===== config.mk =====
export PLATFORM = sky130hd
export DESIGN_NAME = text_renderer
export DESIGN_NICKNAME = d
export VERILOG_FILES = /design/src/rtl/text_renderer.sv
export SDC_FILE = /design/constraint.sdc
export NUM_CORES = 1
export LEC_CHECK = 0
export BUFFER_PORTS_ARGS = -buffer_cell sky130_fd_sc_hd__buf_4
export CAP_MARGIN = 20
export CORE_ASPECT_RATIO = 1.25
export CORE_MARGIN = 8
export CORE_UTILIZATION = 46
export CTS_CLUSTER_DIAMETER = 150
export CTS_CLUSTER_SIZE = 10
export DETAILED_ROUTE_END_ITERATION = 16
export PLACE_DENSITY = 0.83
export SYNTH_ARGS = -nofsm -noshare
export SYNTH_HDL_FRONTEND = slang
export SYNTH_SLANG_ARGS = --single-unit

===== constraint.sdc =====
create_clock -name clk -period 2.5 [get_ports clk]
set_input_delay 0.5 -clock clk [delete_from_list [all_inputs] [get_ports clk]]
set_output_delay 0.5 -clock clk [all_outputs]
set_load 0.005 [all_outputs]

===== src/rtl/text_renderer.sv =====
// Text-mode pixel renderer: scan coordinate -> text cell -> glyph row -> palette index,
// as a fixed 4-stage pipeline with per-cell fg/bg attributes and a blinking underline cursor.
module text_renderer #(
    parameter int unsigned FONT_W       = 8,
    parameter int unsigned FONT_H       = 16,
    parameter int unsigned COLS         = 80,
    parameter int unsigned ROWS         = 30,
    parameter int unsigned CODE_W       = 8,
    parameter int unsigned BLINK_FRAMES = 30,
    localparam int unsigned TEXT_AW     = $clog2(COLS * ROWS),
    localparam int unsigned GLYPH_AW    = CODE_W + $clog2(FONT_H),
    localparam int unsigned COL_W       = $clog2(COLS),
    localparam int unsigned ROW_W       = $clog2(ROWS)
) (
    input  logic                  clk,
    input  logic                  rst,
    input  logic [9:0]            hcoord,
    input  logic [9:0]            vcoord,
    input  logic                  active,
    input  logic                  frame_start,
    input  logic                  cursor_en,
    input  logic [COL_W-1:0]      cursor_col,
    input  logic [ROW_W-1:0]      cursor_row,
    output logic [TEXT_AW-1:0]    text_addr,
    input  logic [CODE_W+7:0]     text_data,
    output logic [GLYPH_AW-1:0]   glyph_addr,
    input  logic [FONT_W-1:0]     glyph_data,
    output logic                  pix_on,
    output logic [3:0]            color_idx,
    output logic                  pix_valid
);

    localparam int unsigned BIT_W  = (FONT_W > 1) ? $clog2(FONT_W) : 1;
    localparam int unsigned GROW_W = (FONT_H > 1) ? $clog2(FONT_H) : 1;
    localparam int unsigned BC_W   = (BLINK_FRAMES > 1) ? $clog2(BLINK_FRAMES) : 1;

    logic [31:0] h_full, v_full, col_full, row_full, grow_full;
    logic        in_range, visible, cursor_hit;

    logic [BC_W-1:0] blink_cnt;
    logic            phase;

    logic [BIT_W-1:0]  bit0, bit1, bit2, bit3;
    logic [GROW_W-1:0] grow0, grow1;
    logic              inr0, inr1, inr2, inr3;
    logic              hit0, hit1, hit2, hit3;
    logic [3:0]        fg2, bg2, fg3, bg3;

    logic [FONT_W-1:0] glyph_rev;
    logic              pix_next;

    always_comb begin
        h_full     = 32'(hcoord);
        v_full     = 32'(vcoord);
        col_full   = h_full / FONT_W;
        row_full   = v_full / FONT_H;
        grow_full  = v_full % FONT_H;
        in_range   = active && (h_full < COLS * FONT_W) && (v_full < ROWS * FONT_H);
        visible    = cursor_en && !phase;
        cursor_hit = visible && (col_full == 32'(cursor_col)) &&
                     (row_full == 32'(cursor_row)) && (grow_full >= FONT_H - 2);
    end

    // Reverse once so the sideband pixel column indexes directly (MSB is leftmost).
    always_comb begin
        glyph_rev = {<<{glyph_data}};
        pix_next  = glyph_rev[bit3] ^ hit3;
    end

    always_ff @(posedge clk or posedge rst) begin
        if (rst) begin
            blink_cnt <= '0;
            phase     <= 1'b0;
        end else if (frame_start) begin
            if (32'(blink_cnt) == BLINK_FRAMES - 1) begin
                blink_cnt <= '0;
                phase     <= ~phase;
            end else begin
                blink_cnt <= blink_cnt + 1'b1;
            end
        end
    end

    always_ff @(posedge clk or posedge rst) begin
        if (rst) begin
            text_addr  <= '0;
            bit0       <= '0;
            grow0      <= '0;
            inr0       <= 1'b0;
            hit0       <= 1'b0;
            bit1       <= '0;
            grow1      <= '0;
            inr1       <= 1'b0;
            hit1       <= 1'b0;
            glyph_addr <= '0;
            fg2        <= '0;
            bg2        <= '0;
            bit2       <= '0;
            inr2       <= 1'b0;
            hit2       <= 1'b0;
            fg3        <= '0;
            bg3        <= '0;
            bit3       <= '0;
            inr3       <= 1'b0;
            hit3       <= 1'b0;
            pix_on     <= 1'b0;
            color_idx  <= '0;
            pix_valid  <= 1'b0;
        end else begin
            // Stage 0: cell address and sideband
            text_addr <= in_range ? TEXT_AW'(row_full * COLS + col_full) : '0;
            bit0      <= BIT_W'(h_full % FONT_W);
            grow0     <= GROW_W'(grow_full);
            inr0      <= in_range;
            hit0      <= cursor_hit;
            // Stage 1: aligned with text RAM read
            bit1      <= bit0;
            grow1     <= grow0;
            inr1      <= inr0;
            hit1      <= hit0;
            // Stage 2: glyph address and attributes
            glyph_addr <= GLYPH_AW'(32'(text_data[CODE_W-1:0]) * FONT_H + 32'(grow1));
            fg2        <= text_data[CODE_W+3:CODE_W];
            bg2        <= text_data[CODE_W+7:CODE_W+4];
            bit2       <= bit1;
            inr2       <= inr1;
            hit2       <= hit1;
            // Stage 3: aligned with glyph ROM read
            fg3        <= fg2;
            bg3        <= bg2;
            bit3       <= bit2;
            inr3       <= inr2;
            hit3       <= hit2;
            // Output
            pix_on     <= inr3 & pix_next;
            color_idx  <= !inr3 ? 4'd0 : (pix_next ? fg3 : bg3);
            pix_valid  <= inr3;
        end
    end

endmodule

==> reports/metrics.cfg, run 1 <==
[timing]
max_freq_mhz = 452.0
hold_viol = 0
timing.hold.ws_ps = 185.9
rsz0062_at_grt = false
tightestPinTransition_ps = 479.8
max_slew_margin_pct = 67.94
drv_slew = 0
fin_crit_sh_pct = 88.49
clock_skew_ps = 8.450
setup_ws_ps = 287.8
post-route-min-period_ps = 2212
setup_viol = 0

[die]
ios = 91
row_count = 33
dieHeight_um = 107.3
core_um2 = 6524
die_w_um = 89.03
initial_core_util_pct = 47.01
die-area_um2 = 9552

[clocking]
cts_root_buf = clkbuf_8
clk_latency_ps = 340
htree_levels = 3
cts_inserted_buffers = 9
ctsResizeCount = 0
cts_tree = yes
cts_buffer_depth = 2
cts_setup_buffers = 0
cts_hold_buf = 0
cts.sinks = 80
cts.clk_slew.worst_paths_ps = 80

[synth]
synth_edf_count = 0
netlist_instances = 222
syn_avg_cell_area_um2 = 13.81
yosys_warnings = 0
ys_seq_area_share_pct = 65.28
dominantRegCellSynth = dfrtp_1
ys_seq_elements = 80
synth_nets = 298
syn_area_um2 = 3067
synth-async-reset-ratio_pct = 100.0
ys_types = 35

[finish]
ff_latch_area_um2 = 2002
areaGrowthSynthToFinish_pct = 32.68
layout-drive-gt1-share_pct = 35.37
fill_cells = 512
fin_util_pct = 62.37
layout_commonest_cell = buf_4
layout_common_cells = 95 x buf_4, 80 x dfrtp_1, 18 x xnor2_1
multi_input_area_um2 = 978.4
num_antenna_cells = 0
largestRegisters = glyph_addr x12, text_addr x12, blink_cnt x5
fin_nets = 400

[route]
firstDrtPassIters = 4
vias = 2001
drt_iter0_drc = 58
wire_per_inst_um = 14.94
drcViolationCount = 0
ant_nets = 0
totalWireLength_um = 6200
via_per_inst = 4.822

[pwr]
power.share.combinational_pct = 14.3
p_sw_share_pct = 23.20
switchingPower_w = 0.0006392
ir_drop_mv = 0.3192
p_clk_share_pct = 33.4
power_w = 0.002755
seq_power_share_pct = 52.3
p_leak_nw = 1.990
internal-power_w = 0.002116
powerDensity_nw_per_um2 = 677.1

[placement]
portBuffers = 90
place_ws_ps = -42.87
gp_congestion = 0.7993
dpl.hpwl_um = 5001

[critical_path]
worst_setup_path_start_kind = input port
crit_path_end_kind = flip-flop
r2r_setup_slack_ps = 730
path_common_cell = ha_1
cpMaxStageDelayCell = fa_1
crit_path_max_incr_delay_ps = 500
arrival_ps = 2430
path_max_fanout = 4
crit_required_ps = 2720
setup.worst_path.class = in2reg
path_cells = buf_4 -> ha_1 -> ha_1 -> inv_1 -> fa_1 -> nand3b_1 -> o21ai_0 -> nand4_1 -> mux2_2

[global_route]
grt_usage_pct = 13.48
overflow = 0
grt_pass1_vias = 2090
antenna_found_initial = 0
grt_pass1_wl_um = 9735
grt_max_degree = 36

[job]
maxCapViolCount = 0

[run_status]
outcome = finished, final reports clean

[min_path]
worst_hold_path_type = in2async

## layer usage
| metal | up-vias | global-route usage (%) | share of wire [%] |
|---|---|---|---|
| li1 | 961 | - | - |
| met1 | 950 | 15.08 | 41 |
| met2 | 85 | 22.04 | 50 |
| met3 | 5 | 5.653 | 8.7 |
| met4 | 0 | 5.364 | 0.44 |
| met5 | - | 0 | 0 |
## worst max-delay path, delay by kind of cell
kind,cells,cell delay [ps]
mux,1,280
simple gates,2,300
compound gates,1,230
buf+inv,2,190
fa+ha+maj,3,930
## path summary, 6_finish.rpt
path,from,cells past startpoint,endpoint
max reg2reg,bit3[0],4,pix_on
max in group asynchronous,rst,3,grow1[3]
min,rst,2,glyph_addr[4]
min reg2reg,fg2[3],0,fg3[3]
max,vcoord[7],9,text_addr[11]
min in group clk,vcoord[0],1,grow0[0]
## through the flow
| stage | cells | setup TNS (ps) | cell area (µm²) |
|---|---|---|---|
| after global placement | 400 | 0 | 3871 |
| after global routing | 415 | 0 | 4069 |
| after floorplan | 222 | 0 | 3070 |
| final | 415 | 0 | 4069 |
| after detailed placement | 400 | -74.91 | 3871 |
| after CTS | 415 | 0 | 4069 |
## synth_stat cells, drive strengths merged (3+ instances only)
cell    number  area [µm²]
o21ai        9       45.04
inv         12       45.04
nand3       12       60.06
and2         7       43.79
nand4       10       62.56
xnor2       18       157.7
ha          13       162.7
nor2         7       26.28
dfrtp       80        2002
nand2       10       37.54
nand2b       3       18.77
nor2b        3       18.77
nand3b       3       22.52
buf          3       33.78
a21o         5       42.54
## cells by family (layout without fill, tap and decap cells)
kind of cell               Yosys count  after routing  share of synthesized area, %
xor gates and xnor gates            19             19                         5.916
DFF                                 80             80                         65.28
muxes                                5              5                         3.141
and+or+nand+nor                     66             66                         12.04
buffers and inverters               17            123                         2.815
AOI/OAI and AO/OA                   20             20                         4.203
adders and majority gates           15             15                         6.610
## area by class of cell
cell class | instances | area share, %
Sequential cell | 80 | 49.20
Multi-Input combinational cell | 125 | 24.05
Timing Repair Buffer | 96 | 18.02
Clock buffer | 13 | 3.905
Tap cell | 87 | 2.675
Inverter | 12 | 1.199
Clock inverter | 2 | 0.9533
## power by group through the flow
stage | Combinational [W] | Sequential, W | Clock, W
after floorplan | 0.000218 | 0.00145 | 0
after global placement | 0.000384 | 0.00146 | 0
after detailed placement | 0.000400 | 0.00146 | 0
after CTS | 0.000400 | 0.00144 | 0.000951
after global routing | 0.000441 | 0.00145 | 0.00101
final | 0.000394 | 0.00144 | 0.000921
(Power assumes the default switching activity.)
==> run 2: changes to the inputs <==
--- a/config.mk
+++ b/config.mk
@@ -7,13 +7,15 @@
 export LEC_CHECK = 0
 export BUFFER_PORTS_ARGS = -buffer_cell sky130_fd_sc_hd__buf_4
 export CAP_MARGIN = 20
+export CELL_PAD_IN_SITES_DETAIL_PLACEMENT = 0
+export CELL_PAD_IN_SITES_GLOBAL_PLACEMENT = 2
 export CORE_ASPECT_RATIO = 1.25
 export CORE_MARGIN = 8
-export CORE_UTILIZATION = 46
+export CORE_UTILIZATION = 30
 export CTS_CLUSTER_DIAMETER = 150
 export CTS_CLUSTER_SIZE = 10
 export DETAILED_ROUTE_END_ITERATION = 16
-export PLACE_DENSITY = 0.83
+export PLACE_DENSITY = 0.82
 export SYNTH_ARGS = -nofsm -noshare
 export SYNTH_HDL_FRONTEND = slang
 export SYNTH_SLANG_ARGS = --single-unit
==> run 2 against run 1 <==
  * Critical path depth unchanged
  * Sequential power about the same
  * Core utilization down 20 points
  * Clock skew decreased by 3.9 ps
  * Non-clock buffer count rose by 1
  * Wire length is 4.0% higher
  * Die area rose by 44%
  * Global-route usage down 3.5 points
==> reports/metrics.cfg, run 2 (synthesis results as in run 1) <==
[critical_path]
setup.worst_path.class = in2reg
cpMaxStageDelayCell = fa_1
arrival_ps = 2440
crit_path_end_kind = flip-flop
crit_path_max_incr_delay_ps = 410
path_cells = buf_4 -> ha_1 -> ha_1 -> inv_1 -> fa_1 -> nand3b_1 -> o21ai_0 -> nand4_1 -> mux2_2
path_common_cell = ha_1
crit_required_ps = 2710
path_max_fanout = 3
worst_setup_path_start_kind = input port

[timing]
fin_crit_sh_pct = 89.20
timing.hold.ws_ps = 275.0
post-route-min-period_ps = 2230
setup_viol = 0
max_freq_mhz = 448.4
rsz0062_at_grt = false
max_slew_margin_pct = 71.70
tightestPinTransition_ps = 415.5
drv_slew = 0
clock_skew_ps = 4.547
hold_viol = 0

[job]
maxCapViolCount = 0

[finish]
largestRegisters = glyph_addr x12, text_addr x12, blink_cnt x5
fill_cells = 959
areaGrowthSynthToFinish_pct = 37.41
layout-drive-gt1-share_pct = 36.36
layout_commonest_cell = buf_4
design_area_um2 = 4214
num_antenna_cells = 0
fin_cells = 459
layout_common_cells = 96 x buf_4, 80 x dfrtp_1, 18 x xnor2_1
fin_nets = 401

[clocking]
cts_tree = yes
ctsResizeCount = 0
cts_hold_buf = 0
htree_levels = 3
cts_setup_buffers = 0
cts.clk_slew.worst_paths_ps = 60
cts_inserted_buffers = 9
cts_root_buf = clkbuf_16
clk_latency_ps = 330
cts_buffer_depth = 2
cts.sinks = 80

[placement]
placed_area_um2 = 3931
dpl.hpwl_um = 4973
dp_cells = 443
portBuffers = 90
gp_congestion = 0.7440

[global_route]
grt_pass1_vias = 2193
antenna_found_initial = 0
overflow = 0
grt_pass1_wl_um = 10540
grt_usage_pct = 9.988
grt_max_degree = 81

[die]
dieHeight_um = 129.0
row_count = 41
core_um2 = 10000
die_w_um = 106.4
die-area_um2 = 13730
ios = 91
initial_core_util_pct = 30.66

[pwr]
powerDensity_nw_per_um2 = 721.1
ir_drop_mv = 0.2630
p_leak_nw = 2.022
power_w = 0.003039

[route]
totalWireLength_um = 6449
vias = 1996
drt_iter0_drc = 56
firstDrtPassIters = 4
via_per_inst = 4.349
drcViolationCount = 0
ant_nets = 0
wire_per_inst_um = 14.05

[run_status]
outcome = finished, final reports clean

[min_path]
worst_hold_path_type = in2reg

## run 2: changes by cell type in the layout (fill, tap and decap cells not counted), moves of 2 or more
cell / before / now
clkbuf_16: 0 / 9
clkinvlp_4: 1 / 5
clkbuf_1: 2 / 0
clkbuf_8: 11 / 1
## run 2: per-stage QoR
stage	utilization, %	setup slack, ps	TNS (ps)
final	42.13	269.9	0
after global placement	39.30	-13.42	-13.42
after floorplan	-	111.4	0
after CTS	42.13	276.0	0
after global routing	42.13	140.9	0
after detailed placement	39.30	-87.97	-138.8
## run 2: area by class of cell
cell class | count | area, µm² | share of cell area [%]
Multi-Input combinational cell | 125 | 978.4 | 23.22
Clock inverter | 6 | 43.79 | 1.039
Sequential cell | 80 | 2002 | 47.51
Timing Repair Buffer | 97 | 740.7 | 17.58
Inverter | 12 | 48.80 | 1.158
Clock buffer | 10 | 239.0 | 5.671
Tap cell | 129 | 161.4 | 3.830
## run 2: report_power, final
group,internal (W),switching (W),leakage (nW)
clock,0.000700,0.000505,0.127
sequential,0.00139,0.0000543,0.990
combinational,0.000218,0.000174,0.905
## run 2: worst paths after layout
kind | slack [ps] | start | depth (start not counted) | to
max | 270 | vcoord[5] | 9 | text_addr[11]
min | 280 | hcoord[0] | 1 | bit0[0]
max reg2reg | 780 | bit3[0] | 4 | pix_on
min reg2reg | 340 | hit1 | 0 | hit2
max in group asynchronous | 1910 | rst | 3 | text_addr[0]
min in group asynchronous | 300 | rst | 3 | glyph_addr[6]
## run 2: critical path, delay by kind of cell
kind | cells | cell delay [ps]
muxes | 1 | 300
adders and majority gates | 3 | 900
buffers and inverters | 2 | 190
AOI/OAI and AO/OA | 1 | 220
and+or+nand+nor | 2 | 320
## run 2: layer usage
layer	vias to the layer above	global-route usage, %	wire, µm
met2	67	17.07	3278
met1	949	10.02	2503
met4	0	3.983	108
met3	9	5.315	558
met5	-	0	0
li1	971	-	-
==> run 3: changes to the inputs <==
--- a/config.mk
+++ b/config.mk
@@ -5,17 +5,18 @@
 export SDC_FILE = /design/constraint.sdc
 export NUM_CORES = 1
 export LEC_CHECK = 0
+export ABC_AREA = 1
 export BUFFER_PORTS_ARGS = -buffer_cell sky130_fd_sc_hd__buf_4
 export CAP_MARGIN = 20
 export CELL_PAD_IN_SITES_DETAIL_PLACEMENT = 0
 export CELL_PAD_IN_SITES_GLOBAL_PLACEMENT = 2
 export CORE_ASPECT_RATIO = 1.25
 export CORE_MARGIN = 8
-export CORE_UTILIZATION = 30
+export CORE_UTILIZATION = 29
 export CTS_CLUSTER_DIAMETER = 150
 export CTS_CLUSTER_SIZE = 10
 export DETAILED_ROUTE_END_ITERATION = 16
-export PLACE_DENSITY = 0.82
+export PLACE_DENSITY = 0.83
 export SYNTH_ARGS = -nofsm -noshare
 export SYNTH_HDL_FRONTEND = slang
 export SYNTH_SLANG_ARGS = --single-unit
==> run 3 against run 2 <==
  * Global-route usage grew 0.16 points
  * Via count grew 4.8%
  * Flip-flop and latch count is the same
  * Sequential power is essentially flat
  * Synthesized cell count grew 17%
  * Wire length grew 2.9%
  * Area after synthesis shrank 2.0%
  * Final cell count grew 7.8%
  * Count of clock-buffer cells in the layout is the same
  * Worst setup slack gained 120 ps
  * Combinational power shrank 1%
  * Critical path type unchanged
  * Largest cell class unchanged
==> reports/metrics.cfg, run 3 <==
[synth]
synth_nets = 335
ys_top_cells_by_count = 80 x dfrtp_1, 34 x inv_1, 34 x nand2_1, 29 x nor2_1, 13 x ha_1
netlist_instances = 259
post-synth-top-count-cell = dfrtp_1
ys_seq_elements = 80
ys_seq_area_share_pct = 66.58
ys_top_cells_by_area = dfrtp_1 67%, ha_1 5.4%, inv_1 4.2%
ys_types = 25
dominantRegCellSynth = dfrtp_1
synth-async-reset-ratio_pct = 100.0
syn_area_um2 = 3007
yosys_warnings = 0
syn_avg_cell_area_um2 = 11.61
synth_edf_count = 0
yosysTopAreaCell = dfrtp_1
synth_top_area_share_pct = 66.58

[critical_path]
cpMaxStageDelayCell = fa_1
crit_path_max_incr_delay_ps = 520
worst_setup_path_start_kind = input port
setup.worst_path.class = in2reg
r2r.worst_path.cells = 5
path_delay_family = adder cells
worst_r2r_endpoint = phase
crit_required_ps = 2720
path_cells = buf_4 -> ha_1 -> ha_1 -> inv_1 -> fa_1 -> nor2_2 -> nand4_1 -> nand2_1 -> nand2_1 -> nor2_1 -> nand2_1 -> nand2_1 -> nor2_1
r2r-start = blink_cnt[1]
critPathBufInv = 2
path_common_cell = nand2_1
crit_path_end_kind = flip-flop
arrival_ps = 2330
r2r_setup_slack_ps = 1220
path_max_fanout = 5

[global_route]
grt_pass1_wl_um = 10980
grt_pass1_vias = 2253
grt_usage_pct = 10.15
overflow = 0
antenna_found_initial = 0
grt_max_degree = 54

[route]
via_per_inst = 4.226
firstDrtPassIters = 4
drt_iter0_drc = 58
drcViolationCount = 0
ant_nets = 0
totalWireLength_um = 6638
wire_per_inst_um = 13.41
vias = 2092

[min_path]
worst_hold_path_type = in2async

[timing]
post-route-min-period_ps = 2110
fin_tns_setup_ps = 0
rsz0062_at_grt = false
drv_slew = 0
hold_viol = 0
max_freq_mhz = 474.0
tightestPinTransition_ps = 592.2
clock_skew_ps = 3.757
fin_crit_sh_pct = 84.39
max_slew_margin_pct = 60.44
setup_viol = 0

[clocking]
cts_root_buf = clkbuf_16
cts_tree = yes
cts_inserted_buffers = 9
cts_setup_buffers = 0
cts.sinks = 80
clk_latency_ps = 320
cts.clk_slew.worst_paths_ps = 60
cts_hold_buf = 0
cts_buffer_depth = 2
htree_levels = 3
ctsResizeCount = 0

[finish]
layout_commonest_cell = buf_4
fin_nets = 437
multi_input_area_um2 = 869.6
num_antenna_cells = 0
areaGrowthSynthToFinish_pct = 39.83
layout-drive-gt1-share_pct = 33.33
largestRegisters = glyph_addr x12, text_addr x12, blink_cnt x5
layout_common_cells = 90 x buf_4, 80 x dfrtp_1, 34 x nand2_1
fill_cells = 1004
ff_latch_area_um2 = 2002
fin_util_pct = 41.60
design_area_um2 = 4204

[pwr]
p_leak_nw = 2.161
ir_drop_mv = 0.2870
powerDensity_nw_per_um2 = 782.3

[die]
initial_core_util_pct = 29.75
die_w_um = 107.1
ios = 91
row_count = 41
dieHeight_um = 129.8
die-area_um2 = 13900
core_um2 = 10110

[run_status]
outcome = finished, final reports clean

[placement]
dpl.hpwl_um = 5196
portBuffers = 90
gp_congestion = 0.7145
placed_area_um2 = 3867

[job]
maxCapViolCount = 0

==> run 3: cell types whose count changed after synthesis, sizes merged, moves of 3 or more <==
cell    before  now
nor2b        3    0
o22ai        1    4
nand4       10    6
a21oi        2    7
inv         12   36
nand3       12   17
and2         7    0
nand2b       3    0
xor2         0    6
xnor2       18    2
nor2         7   30
nand2       10   38
buf          3    0
a21o         5    0
==> run 3: how the worst max path moves through the flow <==
stage / startpoint / endpoint / slack (ps) / cells past startpoint
after global routing: vcoord[7] / text_addr[11] / 200 / 13
final: vcoord[7] / text_addr[11] / 390 / 13
after CTS: vcoord[7] / text_addr[11] / 390 / 13
after detailed placement: vcoord[5] / text_addr[11] / 40 / 13
after global placement: vcoord[7] / text_addr[11] / 70 / 13
after floorplan: vcoord[5] / text_addr[11] / 300 / 12
==> run 3: worst reg2reg max path: stages (launching register included) <==
cell and delay (ps):
dfrtp_1 390, inv_1 80, ha_1 130, nand4_1 160, nor2_1 250, xor2_1 180
==> run 3: final cells by class <==
class | instances | share of cell area (%)
clock inverters | 6 | 2.560
multi-input cells | 143 | 20.68
repair buffers | 91 | 16.55
well taps | 129 | 3.839
inverters | 36 | 3.304
flip-flops and latches | 80 | 47.62
clock buffers | 10 | 5.446
==> run 3: power breakdown <==
part	leakage [nW]	internal (W)	switching [W]
logic	1.01	0.000192	0.000196
clock network	0.162	0.000971	0.000477
registers	0.986	0.00140	0.0000583
==> run 3: per-stage QoR <==
step	std cells	setup WS [ps]	hold WS (ps)	total power, W
final	495	390.3	243.0	0.003289
after global routing	495	195.6	259.2	0.003466
after CTS	495	394.0	252.7	0.003344
after detailed placement	479	42.10	334.7	0.001872
after global placement	479	72.00	331.4	0.001866
after floorplan	259	303.3	331.2	0.001683
==> run 3: cells by family (layout without fill, tap and decap cells) <==
group | count (synthesis) | after routing | synth area share (%)
simple gates | 95 | 95 | 14.90
flops | 80 | 80 | 66.58
buf+inv | 36 | 143 | 4.494
compound gates | 25 | 25 | 4.952
fa+ha+maj | 15 | 15 | 6.742
xor+xnor | 8 | 8 | 2.331
==> run 3: routing by layer <==
| metal | global-route usage [%] | vias up | part of all wire [%] |
|---|---|---|---|
| met4 | 4.730 | 0 | 1.4 |
| met3 | 3.601 | 10 | 7.8 |
| met1 | 10.91 | 984 | 40 |
| met5 | 0 | - | 0 |
| met2 | 17.44 | 64 | 51 |
| li1 | - | 1034 | - |
